==> config.mk <==
export PLATFORM = sky130hd
export DESIGN_NAME = ifetch_unit
export DESIGN_NICKNAME = d
export VERILOG_FILES = /design/src/rtl/cpu_pkg.sv /design/src/rtl/ifetch_queue.sv /design/src/rtl/ifetch_unit.sv
export SDC_FILE = /design/constraint.sdc
export NUM_CORES = 1
export LEC_CHECK = 0
export CORE_UTILIZATION = 30
export CTS_BUF_LIST = sky130_fd_sc_hd__clkbuf_16
export CTS_CLUSTER_SIZE = 12
export DETAILED_ROUTE_END_ITERATION = 12
export PLACE_DENSITY = 0.58
export SLEW_MARGIN = 20
export SYNTH_ARGS = -nofsm -noshare
export SYNTH_HDL_FRONTEND = slang
export SYNTH_SLANG_ARGS = --single-unit
==> constraint.sdc <==
create_clock -name clk_i -period 7.3 [get_ports clk_i]
set_clock_uncertainty 0.2 [all_clocks]
set_input_delay 1.46 -clock clk_i [delete_from_list [all_inputs] [get_ports clk_i]]
set_output_delay 1.46 -clock clk_i [all_outputs]
set_load 0.02 [all_outputs]
==> src/rtl/cpu_pkg.sv <==
// Shared definitions for the front end of the core: default widths,
// reset vector, fetch FSM state type and the NOP encoding used when
// no instruction is being presented to decode.
package cpu_pkg;

    localparam int DEF_ADDR_W = 32;
    localparam int DEF_INST_W = 32;

    localparam logic [31:0] DEF_RESET_PC = 32'h0000_0000;

    // All-zero word: decode's sign-extender sees a harmless value when idle
    localparam logic [31:0] INST_NOP = 32'h0000_0000;

    typedef enum logic {
        RUN   = 1'b0,
        FLUSH = 1'b1
    } fetch_state_t;

    // Clear the byte-offset bits so every fetch address is word aligned
    function automatic logic [31:0] word_align(input logic [31:0] addr);
        return {addr[31:2], 2'b00};
    endfunction

endpackage

==> src/rtl/ifetch_queue.sv <==
// Small circular buffer holding {instruction, pc+4} pairs between the
// instruction memory and decode. A clear wins over push and pop so a
// redirect can discard everything in one cycle.
module ifetch_queue
    import cpu_pkg::*;
#(
    parameter int INST_W = DEF_INST_W,
    parameter int ADDR_W = DEF_ADDR_W,
    parameter int DEPTH  = 2
) (
    input  logic              clk,
    input  logic              rst,
    input  logic              clear,
    input  logic              push,
    input  logic [INST_W-1:0] push_inst,
    input  logic [ADDR_W-1:0] push_pc4,
    input  logic              pop,
    output logic              full,
    output logic              empty,
    output logic [INST_W-1:0] head_inst,
    output logic [ADDR_W-1:0] head_pc4
);

    localparam int ENTRY_W = INST_W + ADDR_W;
    localparam int PTR_W   = (DEPTH > 1) ? $clog2(DEPTH) : 1;
    localparam int CNT_W   = $clog2(DEPTH + 1);

    logic [ENTRY_W-1:0] slots [DEPTH];
    logic [PTR_W-1:0]   head_ptr;
    logic [PTR_W-1:0]   tail_ptr;
    logic [CNT_W-1:0]   count;
    logic               do_push;
    logic               do_pop;

    // Pushing into a full queue or popping an empty one is silently ignored
    assign do_push = push && !full;
    assign do_pop  = pop && !empty;

    assign full  = (count == CNT_W'(DEPTH));
    assign empty = (count == '0);

    assign head_inst = slots[head_ptr][ENTRY_W-1 -: INST_W];
    assign head_pc4  = slots[head_ptr][ADDR_W-1:0];

    // Pointer and occupancy bookkeeping; pointers wrap because DEPTH is a power of two
    always_ff @(posedge clk) begin
        if (rst || clear) begin
            head_ptr <= '0;
            tail_ptr <= '0;
            count    <= '0;
        end else begin
            if (do_push) begin
                tail_ptr <= tail_ptr + PTR_W'(1);
            end
            if (do_pop) begin
                head_ptr <= head_ptr + PTR_W'(1);
            end
            case ({do_push, do_pop})
                2'b10:   count <= count + CNT_W'(1);
                2'b01:   count <= count - CNT_W'(1);
                default: count <= count;
            endcase
        end
    end

    // Entry storage; contents only matter while counted as occupied
    always_ff @(posedge clk) begin
        if (!rst && !clear && do_push) begin
            slots[tail_ptr] <= {push_inst, push_pc4};
        end
    end

endmodule

==> src/rtl/ifetch_unit.sv <==
// Instruction fetch stage: owns the PC, issues one fetch at a time over
// req/ack, queues returned words and presents {inst, pc+4} to decode.
//
//   state | meaning
//   ------+---------------------------------------------------------------
//   RUN   | normal fetching; request while the queue has room
//   FLUSH | redirected while a fetch was in flight; hold the old address
//         | until its ack, then drop that word and resume at the new pc
module ifetch_unit
    import cpu_pkg::*;
#(
    parameter int                 ADDR_W   = DEF_ADDR_W,
    parameter int                 INST_W   = DEF_INST_W,
    parameter int                 DEPTH    = 2,
    parameter logic [ADDR_W-1:0]  RESET_PC = ADDR_W'(DEF_RESET_PC)
) (
    input  logic              clk_i,
    input  logic              rst_i,

    output logic              imem_req_o,
    output logic [ADDR_W-1:0] imem_addr_o,
    input  logic              imem_ack_i,
    input  logic [INST_W-1:0] imem_data_i,

    input  logic              redirect_i,
    input  logic [ADDR_W-1:0] redirect_pc_i,

    output logic              inst_valid_o,
    output logic [INST_W-1:0] inst_o,
    output logic [ADDR_W-1:0] inst_pc4_o,
    input  logic              inst_ready_i
);

    fetch_state_t      state;
    logic [ADDR_W-1:0] pc;
    logic [ADDR_W-1:0] old_pc;
    logic [ADDR_W-1:0] pc_plus4;
    logic [ADDR_W-1:0] redirect_target;

    logic              fire;
    logic              q_push;
    logic              q_pop;
    logic              q_clear;
    logic              q_full;
    logic              q_empty;
    logic [INST_W-1:0] q_head_inst;
    logic [ADDR_W-1:0] q_head_pc4;

    logic              unused_redirect_low;

    // Sub-word bits of the redirect target are dropped on purpose
    assign unused_redirect_low = ^redirect_pc_i[1:0];

    assign pc_plus4        = pc + ADDR_W'(4);
    assign redirect_target = {redirect_pc_i[ADDR_W-1:2], 2'b00};

    // Request depends only on registered state, so req/addr cannot change
    // until an ack lets the queue fill or the FSM leave FLUSH
    assign imem_req_o  = !rst_i && ((state == RUN && !q_full) || state == FLUSH);
    assign imem_addr_o = (state == FLUSH) ? old_pc : pc;

    // An ack with no request raised is meaningless and ignored
    assign fire = imem_req_o && imem_ack_i;

    assign q_push  = (state == RUN) && fire && !redirect_i;
    assign q_clear = redirect_i;
    assign q_pop   = inst_valid_o && inst_ready_i;

    assign inst_valid_o = !rst_i && (state == RUN) && !q_empty;
    assign inst_o       = inst_valid_o ? q_head_inst : INST_W'(INST_NOP);
    assign inst_pc4_o   = q_head_pc4;

    ifetch_queue #(
        .INST_W (INST_W),
        .ADDR_W (ADDR_W),
        .DEPTH  (DEPTH)
    ) u_queue (
        .clk       (clk_i),
        .rst       (rst_i),
        .clear     (q_clear),
        .push      (q_push),
        .push_inst (imem_data_i),
        .push_pc4  (pc_plus4),
        .pop       (q_pop),
        .full      (q_full),
        .empty     (q_empty),
        .head_inst (q_head_inst),
        .head_pc4  (q_head_pc4)
    );

    // Fetch FSM: PC advance, redirect capture and in-flight discard tracking
    always_ff @(posedge clk_i) begin
        if (rst_i) begin
            state  <= RUN;
            pc     <= {RESET_PC[ADDR_W-1:2], 2'b00};
            old_pc <= {RESET_PC[ADDR_W-1:2], 2'b00};
        end else begin
            case (state)
                RUN: begin
                    if (redirect_i) begin
                        pc <= redirect_target;
                        // A pending fetch without ack must still be drained
                        if (imem_req_o && !imem_ack_i) begin
                            old_pc <= pc;
                            state  <= FLUSH;
                        end
                    end else if (q_push) begin
                        pc <= pc_plus4;
                    end
                end
                FLUSH: begin
                    if (redirect_i) begin
                        pc <= redirect_target;
                    end
                    if (imem_ack_i) begin
                        state <= RUN;
                    end
                end
                default: begin
                    state <= RUN;
                end
            endcase
        end
    end

endmodule

==> run summary <==
syn avg cell area: 11.8 µm²
Pre-antenna DRT Iters: 5
critical path capture point: inst_o[30]
clock buffer depth: 2
power per standard cell area: 213 nW/µm²
Storage cell area: 5050 µm²
clock insertion delay at the later pin of the skew report: 0.43 ns
Worst Tran Pin Value: 1.06 ns
# rows: 61
gr usage total: 15.0%
vias in the first global route: 5700
mapped cell area: 8610 µm²
CTS Hold Bufs: 0
GP Congestion: 0.759
Synth top area share: 43.2%
die area: 29400 µm²
sequential fraction of the synthesis area: 58.6%
largest net degree at the start of global routing: 68
MaxCap Viol Count: 0
Root Buffer: clkbuf_16
final worst-path setup slack: 2.61 ns
starting density of the core: 30.7%
FF+latch count, synth: 190
Top FF cell, synth: edfxtp_1
initial antenna violation count: 0
dpl ws: 2.21 ns
via/cell ratio: 4.73
Setup Viol. Count Final: 0
leak pwr: 3.82 nW
fin crit share: 64.3%
Num CTS Buffers: 17
# fillers: 2681
Setup crit end kind: output port
n_diodes: 0
Post-Synthesis Cells: 729
placed insts: 1219
final slew viol count: 0
detailed-route DRC error count: 0
crit-path max FO: 33
Yosys top cell by area: edfxtp_1
Routed Antenna Nets: 0
Synth async-reset ratio: 0%
worst hold slack: 0.275 ns
Hold Vio Cnt, Final: 0
Worst slew margin: 29.6%
final core occ: 39.7%
worst r2r src: state
R2R cell count: 6
multi-input logic area: 3320 µm²
fin crit period: 4.69 ns
initial DRC count: 320
# port buffers: 160
chip height: 171 µm
HP Start: old_pc[29]
TritonCTS clock tree: done
first-pass GRT wire length: 32900 µm
Post-synth EDFFs: 124
top post-synthesis cells by area: edfxtp_1 43%, dfxtp_1 15%, mux2_2 7.6%, nand2_1 4.0%, mux2i_1 3.8%
routed len/inst: 17.6 µm
critical path required time: 5.64 ns
CTS Sinks: 190
Worst R2R Setup Slack: 3.81 ns
Yosys cell types: 52
IO Count: 167
H-tree depth: 4
cts repair resizes: 0
Vias: 5914
Layout area overhead: 29.1%
Synthesis Warnings: 0
Fin Setup TNS: 0 ns
VDD IR-drop max: 0.139 mV
placed wire-length estimate: 14400 µm
RR Endpoint: u_queue.slots[0][30]
Worst Path Arrival: 3.03 ns
Core ar.: 28000 µm²
die width: 171 µm
nets: 931
CP startpoint: rst_i
final wirelength: 22000 µm
share of layout cells above drive strength 1: 13.4%
fmax: 0.213 GHz
Worst setup SP type: input pin
GRT overflow: 0
Hold Path Class: flop to flop
RSZ-0062 raised after global routing: false
status: finished clean
Reg clk slew, reported paths: 0.06 ns
Setup CP Type: input pin to output port
final std cells w/o fill: 1251
setup bufs post-CTS: 0
==> final cells by class <==
class	instances	area share, %
well taps	378	4.26
flip-flops and latches	190	45.4
clock buffers	21	4.73
repair buffers	168	15.0
clock inverters	11	0.540
multi-input cells	477	29.8
inverters	6	0.203
==> synthesized netlist by cell type, drive strengths merged (2+ instances only) <==
cell / n
nor3: 17
mux2i: 33
edfxtp: 124
nand4: 11
clkbuf: 33
nor4: 11
a221oi: 2
nand3: 18
xnor2: 30
or2: 2
a21oi: 8
and2: 2
inv: 6
o31ai: 3
a211oi: 14
nand3b: 30
o21ai: 15
nand2: 92
o2bb2ai: 3
xor2: 15
o21bai: 3
and4: 3
or3: 2
nand2b: 5
a31oi: 2
nor2: 73
mux2: 58
dfxtp: 66
o211ai: 3
nor2b: 3
ha: 2
a311oi: 2
buf: 26
and3: 6
==> placed cells by master (no fill, tap or decap), types with 2 or more instances in the layout <==
master	synthesis	routed
a211oi_1	12	12
a211oi_2	2	2
a21oi_1	8	8
a221oi_1	2	2
a311oi_1	2	2
and3_1	6	6
and4_1	3	3
buf_4	4	7
clkbuf_16	0	21
clkdlybuf4s50_1	0	159
conb_1	1	4
dfxtp_1	66	65
edfxtp_1	124	124
ha_1	2	2
inv_1	5	8
inv_2	1	3
inv_6	0	2
mux2_2	58	58
mux2i_1	33	33
nand2_1	92	92
nand2b_1	5	5
nand3_1	18	18
nand3b_1	30	30
nand4_1	8	8
nand4_4	2	2
nor2_1	73	72
nor2b_1	3	3
nor3_1	16	16
nor4_1	3	3
nor4_2	3	3
nor4_4	5	5
o211ai_1	3	3
o21ai_0	14	14
o21bai_1	3	3
o2bb2ai_1	3	3
o31ai_1	3	3
or3_1	2	2
xnor2_1	30	30
xor2_1	15	15
==> state kept, by name, summed over array words and instances, names as in the netlist, named ones only <==
name and count:
u_queue.tail_ptr 1, state 1, u_queue.count 2, pc 30, u_queue.head_ptr 1, old_pc 30, u_queue.slots 124
==> cells by family after synthesis <==
| kind of cell | after synthesis | share of synthesized area [%] |
|---|---|---|
| and+or+nand+nor | 277 | 17.2 |
| DFF | 190 | 58.6 |
| muxes | 91 | 11.4 |
| buffers and inverters | 65 | 3.25 |
| AOI/OAI and AO/OA | 58 | 4.62 |
| xor gates and xnor gates | 45 | 4.58 |
| adders and majority gates | 2 | 0.291 |
| other | 1 | 0.0436 |
==> per-stage QoR <==
step | power [W] | instance area, µm²
2_1_floorplan | 0.00136 | 8620
5_1_grt | 0.00246 | 11100
6_report | 0.00237 | 11100
3_3_place_gp | 0.00147 | 10500
4_1_cts | 0.00240 | 11100
3_5_place_dp | 0.00147 | 10500
==> how the worst min path moves through the flow <==
| stage | end | slack (ns) | cells after the start |
|---|---|---|---|
| 2_1_floorplan | old_pc[10] | 0.25 | 2 |
| 3_3_place_gp | old_pc[21] | 0.26 | 2 |
| 3_5_place_dp | old_pc[29] | 0.26 | 2 |
| 4_1_cts | old_pc[29] | 0.28 | 2 |
| 5_1_grt | old_pc[22] | 0.29 | 2 |
| 6_report | old_pc[29] | 0.27 | 2 |
==> metal layers <==
metal,GRT usage (%),wire [µm],up-vias,share of wire [%]
li1,-,-,2860,-
met1,20.3,10600,2863,48
met4,3.80,204,0,0.93
met2,24.1,10100,174,46
met5,0,0,-,0
met3,3.29,1050,17,4.8
==> report_power, final <==
part / switching, W / leakage [nW] / total [W] / internal, W
clock network: 0.000405 / 0.306 / 0.000919 / 0.000515
registers: 0.0000344 / 1.68 / 0.00121 / 0.00118
logic: 0.000122 / 1.83 / 0.000235 / 0.000113
total: 0.000561 / 3.82 / 0.00237 / 0.00181
==> worst max-delay path: stages <==
cell and delay [ns]:
buf_2 0.11, nor2_1 0.32, o21ai_2 0.09, buf_4 0.26
nor2_1 0.16, clkdlybuf4s50_1 0.62
(Power assumes the default switching activity.)
